**src/rtl/mem_pkg.sv**
```systemverilog
// Shared types for the memory arbiter: FSM state encoding and port IDs.
// Imported by mem_arbiter and rr_arbiter2.
package mem_pkg;

  typedef enum logic [1:0] {
    S_IDLE   = 2'd0,
    S_ACCESS = 2'd1,
    S_RDWAIT = 2'd2,
    S_ACK    = 2'd3
  } state_t;

  typedef enum logic {
    PORT_CPU = 1'b0,
    PORT_LDR = 1'b1
  } port_id_t;

endpackage

```
**src/rtl/rr_arbiter2.sv**
```systemverilog
// Two-way round-robin pick: a lone requester wins, a tie goes to the
// port not granted last. Ports: req[1:0] (bit = port id), last, grant.
module rr_arbiter2
  import mem_pkg::*;
(
  input  logic [1:0] req,
  input  port_id_t   last,
  output port_id_t   grant
);

  always_comb begin
    grant = PORT_CPU;
    case (req)
      2'b10:   grant = PORT_LDR;
      2'b11:   grant = (last == PORT_CPU) ? PORT_LDR : PORT_CPU;
      default: grant = PORT_CPU;
    endcase
  end

endmodule

```
**src/rtl/mem_arbiter.sv**
```systemverilog
// Single-port RAM arbiter between CPU and program loader.
// Ports: cpu_*/ldr_* request ports, rdata, ram_* RAM side, busy.
module mem_arbiter
  import mem_pkg::*;
#(
  parameter int AW = 9,
  parameter int DW = 32
) (
  input  logic          clk,
  input  logic          rst,
  input  logic          cpu_req,
  input  logic          cpu_we,
  input  logic [AW-1:0] cpu_addr,
  input  logic [DW-1:0] cpu_wdata,
  output logic          cpu_ack,
  output logic          cpu_stall,
  input  logic          ldr_req,
  input  logic          ldr_we,
  input  logic [AW-1:0] ldr_addr,
  input  logic [DW-1:0] ldr_wdata,
  output logic          ldr_ack,
  output logic [DW-1:0] rdata,
  output logic [AW-1:0] ram_addr,
  output logic [DW-1:0] ram_wdata,
  output logic          ram_we,
  input  logic [DW-1:0] ram_rdata,
  output logic          busy
);

  state_t        state_q, state_d;
  port_id_t      owner_q, owner_d;
  port_id_t      last_q, last_d;
  port_id_t      grant;
  logic          we_q, we_d;
  logic [AW-1:0] addr_q, addr_d;
  logic [DW-1:0] wdata_q, wdata_d;
  logic [DW-1:0] rdata_q, rdata_d;

  rr_arbiter2 u_rr (
    .req   ({ldr_req, cpu_req}),
    .last  (last_q),
    .grant (grant)
  );

  always_ff @(posedge clk or posedge rst) begin
    if (rst) begin
      state_q <= S_IDLE;
      owner_q <= PORT_CPU;
      last_q  <= PORT_LDR;
      we_q    <= 1'b0;
      addr_q  <= '0;
      wdata_q <= '0;
      rdata_q <= '0;
    end else begin
      state_q <= state_d;
      owner_q <= owner_d;
      last_q  <= last_d;
      we_q    <= we_d;
      addr_q  <= addr_d;
      wdata_q <= wdata_d;
      rdata_q <= rdata_d;
    end
  end

  always_comb begin
    state_d = state_q;
    owner_d = owner_q;
    last_d  = last_q;
    we_d    = we_q;
    addr_d  = addr_q;
    wdata_d = wdata_q;
    rdata_d = rdata_q;
    unique case (state_q)
      S_IDLE: begin
        if (cpu_req || ldr_req) begin
          state_d = S_ACCESS;
          owner_d = grant;
          if (grant == PORT_LDR) begin
            we_d    = ldr_we;
            addr_d  = ldr_addr;
            wdata_d = ldr_wdata;
          end else begin
            we_d    = cpu_we;
            addr_d  = cpu_addr;
            wdata_d = cpu_wdata;
          end
        end
      end
      S_ACCESS: state_d = we_q ? S_ACK : S_RDWAIT;
      S_RDWAIT: begin
        rdata_d = ram_rdata;
        state_d = S_ACK;
      end
      S_ACK: begin
        last_d  = owner_q;
        state_d = S_IDLE;
        // clearing here keeps the RAM bus at zero while idle
        we_d    = 1'b0;
        addr_d  = '0;
        wdata_d = '0;
      end
    endcase
  end

  assign ram_we    = (state_q == S_ACCESS) && we_q;
  assign ram_addr  = addr_q;
  assign ram_wdata = wdata_q;
  assign rdata     = rdata_q;
  assign busy      = (state_q != S_IDLE);
  assign cpu_ack   = (state_q == S_ACK) && (owner_q == PORT_CPU);
  assign ldr_ack   = (state_q == S_ACK) && (owner_q == PORT_LDR);
  assign cpu_stall = cpu_req && !cpu_ack;

endmodule

```
**config.mk**
```make
export PLATFORM = sky130hd
export DESIGN_NAME = mem_arbiter
export DESIGN_NICKNAME = d
export VERILOG_FILES = /design/src/rtl/mem_pkg.sv /design/src/rtl/rr_arbiter2.sv /design/src/rtl/mem_arbiter.sv
export SDC_FILE = /design/constraint.sdc
export NUM_CORES = 1
export LEC_CHECK = 0
export ABC_CLOCK_PERIOD_IN_PS = 2300
export CAP_MARGIN = 20
export CORE_MARGIN = 10
export CORE_UTILIZATION = 34
export DETAILED_ROUTE_END_ITERATION = 12
export PLACE_DENSITY = 0.82
export REMOVE_ABC_BUFFERS = 1
export SLEW_MARGIN = 20
export SYNTH_ARGS = -nofsm -noshare
export SYNTH_HDL_FRONTEND = slang
export SYNTH_HIERARCHICAL = 1
export SYNTH_SLANG_ARGS = --single-unit
```
**constraint.sdc**
```tcl
create_clock -name clk -period 2.3 [get_ports clk]
set_input_delay 0.345 -clock clk [delete_from_list [all_inputs] [get_ports clk]]
set_output_delay 0.345 -clock clk [all_outputs]
set_load 0.05 [all_outputs]
```
# ---- Word-level counts from Yosys, hierarchy flattened
# Index checks and enable logic that the tools add are counted.
dict set report classes {
  eq_ne 6
  n_mux 14
  bitwise 1
  reduce_logical 11
}
# op count
set ops {}
lappend ops {{$mux 32} 2}
lappend ops {{$pmux 32 s2} 1}
lappend ops {{$mux 9} 2}
lappend ops {{$pmux 9 s2} 1}
lappend ops {{$eq 2x2->1 const B} 4}
lappend ops {{$pmux 2 s4} 1}
lappend ops {{$logic_and 1x1->1} 4}
lappend ops {{$mux 1} 4}
lappend ops {{$pmux 1 s2} 2}
lappend ops {{$reduce_and 2->1} 2}
lappend ops {{$reduce_bool 2->1} 2}
lappend ops {{$eq 2x1->1 const B} 1}
lappend ops {{$logic_not 2->1} 1}
lappend ops {{$mux 2} 1}
lappend ops {{$ne 2x2->1 const B} 1}
lappend ops {{$logic_not 1->1} 1}
lappend ops {{$logic_or 1x1->1} 1}
lappend ops {{$not 1->1} 1}
dict set report word_totals {
  reg_bits 78
  inputBits 120
  output_inout_bits 78
  wordCells 39
}

# ---- Logic depth before layout (Yosys ltp)
dict set report depth {
  depth_word 5
  mapped_depth 7
  ltp_nobuf 5
}

# ---- Cells and area by module
# Netlist, hierarchy kept.
# module n_inst cells_per_inst area_per_inst_um2 seq_area_each_um2
set by_module_without_submodules {}
lappend by_module_without_submodules {mem_arbiter 1 236 3397.0 1953.1}
lappend by_module_without_submodules {rr_arbiter2 1 1 11.3 0.0}

# ---- Worst setup path after synthesis
# Ideal clock, no wire load.
dict set report synth_path {
  kind {register -> output}
  start {register state_q[1]}
  end {output cpu_stall}
  arrival_ns 1.800
  required_ns 1.955
  slack_ns 0.155
  path_stages_with_launch 4
  path_buffers 0
  cell_sequence {dfrtp_1 > ha_1 > nor2b_1 > nor2b_1}
}
dict set report synth_between {
  elab_chain_cells 4
}
# element line
set synth_lines {}
lappend synth_lines {{start, declared} mem_arbiter.sv:30} ;# state_t state_q, state_d;
lappend synth_lines {{start signal, assigned} mem_arbiter.sv:55} ;# state_q <= state_d;
lappend synth_lines {{$eq 2x2->1} mem_arbiter.sv:110} ;# assign cpu_ack = (state_q == S_ACK) && (owner_q == PORT_CPU);
lappend synth_lines {{$logic_and 1x1->1} mem_arbiter.sv:110}
lappend synth_lines {{net cpu_ack} mem_arbiter.sv:15} ;# output logic cpu_ack,
lappend synth_lines {{$logic_not 1->1} mem_arbiter.sv:112} ;# assign cpu_stall = cpu_req && !cpu_ack;
lappend synth_lines {{$logic_and 1x1->1} mem_arbiter.sv:112}
lappend synth_lines {{end, declared} mem_arbiter.sv:16} ;# output logic cpu_stall,
# The timed path passes the listed nets, and every way through them passes these cells.

# ---- Worst setup path after layout
dict set report layout_path {
  start {register state_q[0]}
  end {register addr_q[7], in the netlist ram_addr[7]}
}
dict set report layout_between {
  elab_chain_cells 3
  elab_cells_between_ends 6
  cone_classes {eq/ne: 2; mux: 1; reduce/logical: 3}
}
# element line
set layout_lines {}
lappend layout_lines {{$eq 2x2->1 / $logic_not 2->1 (equally long branches)} mem_arbiter.sv:73} ;# unique case (state_q)
lappend layout_lines {{$reduce_bool 2->1 (no line) / $ne 2x2->1 (equally long branches)} --}
lappend layout_lines {{$reduce_and 2->1 (no line)} --}
lappend layout_lines {{end signal, assigned} mem_arbiter.sv:59} ;# addr_q <= addr_d;
lappend layout_lines {{end, declared} mem_arbiter.sv:35} ;# logic [AW-1:0] addr_q, addr_d;
# Parallel ways exist; a longest one is shown, timed or not.
# A chain may end at the register's enable or synchronous reset.

==> flow_summary.html <==
<table>
<tr><th>Metric</th><th>Value</th></tr>
<tr><th colspan="2">Clock tree</th></tr>
<tr><td>Total clock buffers created by CTS</td><td>9</td></tr>
<tr><td>Post-cts gate resize count</td><td>0</td></tr>
<tr><td>CTS sink cnt</td><td>78</td></tr>
<tr><td>Number of levels the H-tree was split into</td><td>3</td></tr>
<tr><td>Clock input transition at the sequential cells of the worst setup and hold paths</td><td>0.08 ns</td></tr>
<tr><td>Clock tree from TritonCTS</td><td>built</td></tr>
<tr><td>Clk Tree Root Cell</td><td>sky130_fd_sc_hd__clkbuf_8</td></tr>
<tr><td>Bufs on Longest Clock Path</td><td>2</td></tr>
<tr><td>Post-CTS Repair Setup Buffers</td><td>0</td></tr>
<tr><td>CTS Hold Buffers Added</td><td>0</td></tr>
<tr><td>Clock insertion delay at the later pin of the skew report</td><td>0.33 ns</td></tr>
<tr><th colspan="2">Setup path</th></tr>
<tr><td>Largest driver fanout on the critical path</td><td>42</td></tr>
<tr><td>Worst Setup EP</td><td>ram_addr[7]</td></tr>
<tr><td>Crit path from</td><td>state_q[0]</td></tr>
<tr><td>Kind of launch point of the worst setup path</td><td>flip-flop</td></tr>
<tr><td>Kind of critical path</td><td>reg2reg</td></tr>
<tr><td>RR Endpoint</td><td>ram_addr[7]</td></tr>
<tr><td>Worst path required time</td><td>2.55 ns</td></tr>
<tr><td>Endpoint type of the worst setup path</td><td>flip-flop</td></tr>
<tr><td>Number of cells on the worst reg-to-reg path</td><td>5</td></tr>
<tr><td>R2r startpoint</td><td>state_q[0]</td></tr>
<tr><td>Arrival time of the worst setup path</td><td>2.20 ns</td></tr>
<tr><td>Reg-to-reg setup timing slack</td><td>0.34 ns</td></tr>
<tr><th colspan="2">Pwr</th></tr>
<tr><td>Leakage power summed over all cells</td><td>2.41 nW</td></tr>
<tr><td>Worst VDD drop</td><td>0.000918 V</td></tr>
<tr><td>Tot Pwr</td><td>9.21 mW</td></tr>
<tr><td>Power density relative to cell area</td><td>1600 nW/um^2</td></tr>
<tr><th colspan="2">Synthesis</th></tr>
<tr><td>Post-synthesis average cell area</td><td>14.4 um^2</td></tr>
<tr><td>Async set or reset register ratio after synthesis</td><td>1.00</td></tr>
<tr><td>Synth Register Bits</td><td>78</td></tr>
<tr><td>Number of flops mapped to enable cells by yosys</td><td>0</td></tr>
<tr><td>Multiplexer fraction of the synthesized cell area</td><td>0.236</td></tr>
<tr><td>Post-synthesis xor/xnor area fraction</td><td>0</td></tr>
<tr><td>Number of distinct library cell variants in the gate-level netlist after synthesis</td><td>21</td></tr>
<tr><td>Synth Area in Simple Gates</td><td>0.0151</td></tr>
<tr><td>Post-Synthesis Cells</td><td>237</td></tr>
<tr><td>Post-synthesis share of cell area spent on full adders, half adders and majority gates</td><td>0.0184</td></tr>
<tr><td>Most used flip-flop cell after synthesis</td><td>sky130_fd_sc_hd__dfrtp_1</td></tr>
<tr><td>Dominant combinational cell family by area after synthesis</td><td>multiplexers</td></tr>
<tr><td>Sequential area share after synthesis</td><td>0.573</td></tr>
<tr><td>Netlist area before placement</td><td>3410 um^2</td></tr>
<tr><td>Compound-Gate Fraction of Synth Area</td><td>0.120</td></tr>
<tr><td>Total number of yosys warnings</td><td>6</td></tr>
<tr><th colspan="2">Global route</th></tr>
<tr><td>Number of antenna violations at the first check in global routing</td><td>0</td></tr>
<tr><td>Total track usage</td><td>0.156</td></tr>
<tr><td>Vias in the first global route</td><td>3,177</td></tr>
<tr><td>Wire length of the first global-routing pass</td><td>17.8 mm</td></tr>
<tr><td>Pin count of the biggest net entering global routing</td><td>46</td></tr>
<tr><td>GRT Residual Overflow</td><td>0</td></tr>
<tr><th colspan="2">Cells and area</th></tr>
<tr><td>Final net count</td><td>558</td></tr>
<tr><td>Area of all sequential standard cells</td><td>1950 um^2</td></tr>
<tr><td>Footprint of the multi-input gates</td><td>1340 um^2</td></tr>
<tr><td>Fraction of final layout cells with drive strength greater than 1</td><td>0.146</td></tr>
<tr><td>Post-synthesis to final-layout area growth</td><td>68.6%</td></tr>
<tr><td>Antenna diodes</td><td>0</td></tr>
<tr><td>Finished Layout Cells</td><td>570</td></tr>
<tr><td>Fill count</td><td>824</td></tr>
<tr><td>Total non-filler cell area in the finished layout</td><td>5750 um^2</td></tr>
<tr><td>Util after Layout</td><td>0.588</td></tr>
<tr><th colspan="2">Timing</th></tr>
<tr><td>Tightest hold margin</td><td>0.440 ns</td></tr>
<tr><td>Fmax</td><td>511 MHz</td></tr>
<tr><td>Setup violations, final</td><td>0</td></tr>
<tr><td>Final Critical Period</td><td>1.96 ns</td></tr>
<tr><td>Transition time at the pin with the least slew margin</td><td>0.793 ns</td></tr>
<tr><td>Final worst path period share</td><td>0.851</td></tr>
<tr><td>Unrepaired setup endpoints after global routing</td><td>false</td></tr>
<tr><td>Slew HR</td><td>0.471</td></tr>
<tr><td>Final number of max-transition violations</td><td>0</td></tr>
<tr><td>Final Hold Viols</td><td>0</td></tr>
<tr><td>TNS Setup</td><td>0 ns</td></tr>
<tr><td>Final clock skew</td><td>0.0100 ns</td></tr>
<tr><td>Setup ws final</td><td>0.342 ns</td></tr>
<tr><th colspan="2">Placed design</th></tr>
<tr><td>Cell total after placement</td><td>554</td></tr>
<tr><td>Final weighted congestion in routability-driven placement</td><td>0.835</td></tr>
<tr><td>I/O Buffers</td><td>197</td></tr>
<tr><td>Estimated wirelength of the detail-placed design</td><td>8.94 mm</td></tr>
<tr><td>Setup slack after placement</td><td>0.139 ns</td></tr>
<tr><td>Cell area after placement</td><td>5500 um^2</td></tr>
<tr><th colspan="2">Job</th></tr>
<tr><td>Max cap viols</td><td>0</td></tr>
<tr><th colspan="2">Routing</th></tr>
<tr><td>Antenna Violating Nets Remaining</td><td>0</td></tr>
<tr><td>Number of design rule violations left after detail routing</td><td>0</td></tr>
<tr><td>Total wire length</td><td>11.2 mm</td></tr>
<tr><td>Routed via count divided by cell count</td><td>4.79</td></tr>
<tr><td>Average wire per standard cell</td><td>19.7 um</td></tr>
<tr><td>Initial detailed-routing violation count</td><td>90</td></tr>
<tr><td>First-pass iteration count of the detailed router</td><td>4</td></tr>
<tr><td>Vias after detailed routing</td><td>2,731</td></tr>
<tr><th colspan="2">Die</th></tr>
<tr><td>Core Footprint</td><td>9770 um^2</td></tr>
<tr><td>Area of the die</td><td>14,400 um^2</td></tr>
<tr><td>Starting density of the core</td><td>0.349</td></tr>
<tr><td>Io pins</td><td>198</td></tr>
<tr><td>Die width</td><td>120 um</td></tr>
<tr><td>Number of core rows</td><td>36</td></tr>
<tr><td>Die Y</td><td>120 um</td></tr>
<tr><th colspan="2">Hold path</th></tr>
<tr><td>Class of the worst hold path</td><td>in2async</td></tr>
<tr><th colspan="2">Status</th></tr>
<tr><td>Status</td><td>completed</td></tr>
</table>
-- kinds of logic after synthesis --
logic type                 Yosys count
and+or+nand+nor                      8
AOI/OAI and AO/OA                   48
adders and majority gates            5
buffers and inverters               22
DFF                                 78
muxes                               76
-- power by group --
| group | internal [mW] | switching, mW |
|---|---|---|
| clock network | 0.639 | 0.479 |
| logic | 2.09 | 3.56 |
| registers | 2.06 | 0.390 |
| total | 4.79 | 4.43 |
-- worst min-delay path by stage --
stage	endpoint	slack (ns)	cells past startpoint
finish	rdata[19]	0.44	3
global route	rdata[23]	0.45	3
CTS	rdata[0]	0.43	3
detailed placement	ram_wdata[15]	0.47	1
global placement	rdata[2]	0.47	1
floorplan	we_q	0.45	1
-- flip-flops by register name, summed over array words and instances (netlist names) --
| register | cells |
|---|---|
| ram_wdata | 32 |
| rdata | 32 |
| ram_addr | 9 |
| state_q | 2 |
| last_q | 1 |
| owner_q | 1 |
| we_q | 1 |
-- layer usage --
metal	GRT usage	part of all wire	vias to the layer above
met5	0	0	-
met3	0.0956	0.12	5
met2	0.244	0.46	145
met4	0.0317	0.0057	0
met1	0.179	0.41	1321
li1	-	-	1260
-- synth_stat cells, types with 2 or more instances --
cell type | number | share of area
sky130_fd_sc_hd__clkbuf_1 | 2 | 0.0022
sky130_fd_sc_hd__buf_6 | 4 | 0.013
sky130_fd_sc_hd__mux2_2 | 32 | 0.11
sky130_fd_sc_hd__o2bb2ai_1 | 42 | 0.11
sky130_fd_sc_hd__inv_1 | 4 | 0.0044
sky130_fd_sc_hd__o21ai_0 | 3 | 0.0044
sky130_fd_sc_hd__dfrtp_1 | 77 | 0.57
sky130_fd_sc_hd__mux2_1 | 2 | 0.0066
sky130_fd_sc_hd__and2_1 | 2 | 0.0037
sky130_fd_sc_hd__nor2b_1 | 2 | 0.0037
sky130_fd_sc_hd__ha_1 | 5 | 0.018
sky130_fd_sc_hd__buf_2 | 12 | 0.018
sky130_fd_sc_hd__mux2i_1 | 42 | 0.12
-- placed cells by master (no fill, tap or decap) --
cell	count
sky130_fd_sc_hd__or3b_4	1
sky130_fd_sc_hd__nand2_1	1
sky130_fd_sc_hd__or2_2	1
sky130_fd_sc_hd__clkbuf_8	10
sky130_fd_sc_hd__o21ai_0	3
sky130_fd_sc_hd__clkdlybuf4s50_1	192
sky130_fd_sc_hd__clkinv_2	2
sky130_fd_sc_hd__mux2i_1	42
sky130_fd_sc_hd__a22oi_1	1
sky130_fd_sc_hd__ha_1	5
sky130_fd_sc_hd__nor3_1	1
sky130_fd_sc_hd__o2bb2ai_1	42
sky130_fd_sc_hd__buf_4	8
sky130_fd_sc_hd__a21boi_4	1
sky130_fd_sc_hd__clkinv_4	1
sky130_fd_sc_hd__dfrtp_1	77
sky130_fd_sc_hd__inv_6	1
sky130_fd_sc_hd__mux2_1	2
sky130_fd_sc_hd__bufinv_16	2
sky130_fd_sc_hd__inv_1	3
sky130_fd_sc_hd__nor2b_1	2
sky130_fd_sc_hd__o21ai_4	1
sky130_fd_sc_hd__dfstp_2	1
sky130_fd_sc_hd__mux2_2	32
sky130_fd_sc_hd__buf_12	2
sky130_fd_sc_hd__and2_1	2
sky130_fd_sc_hd__buf_16	1
-- worst max-delay path: stages, from the launching register on --
cell	delay [ns]
sky130_fd_sc_hd__dfrtp_1	0.41
sky130_fd_sc_hd__inv_1	0.14
sky130_fd_sc_hd__ha_1	0.27
sky130_fd_sc_hd__o21ai_0	0.15
sky130_fd_sc_hd__or2_2	0.59
sky130_fd_sc_hd__o2bb2ai_1	0.29
-- cell type report --
| cell class | count | share of cell area |
|---|---|---|
| inverter | 4 | 0.00283 |
| tap | 133 | 0.0290 |
| timing repair buffer | 203 | 0.357 |
| clock buffer | 10 | 0.0239 |
| sequential | 78 | 0.340 |
| clock inverter | 5 | 0.0144 |
| multi-input combinational | 137 | 0.234 |
Power figures use the tool's default switching activity.
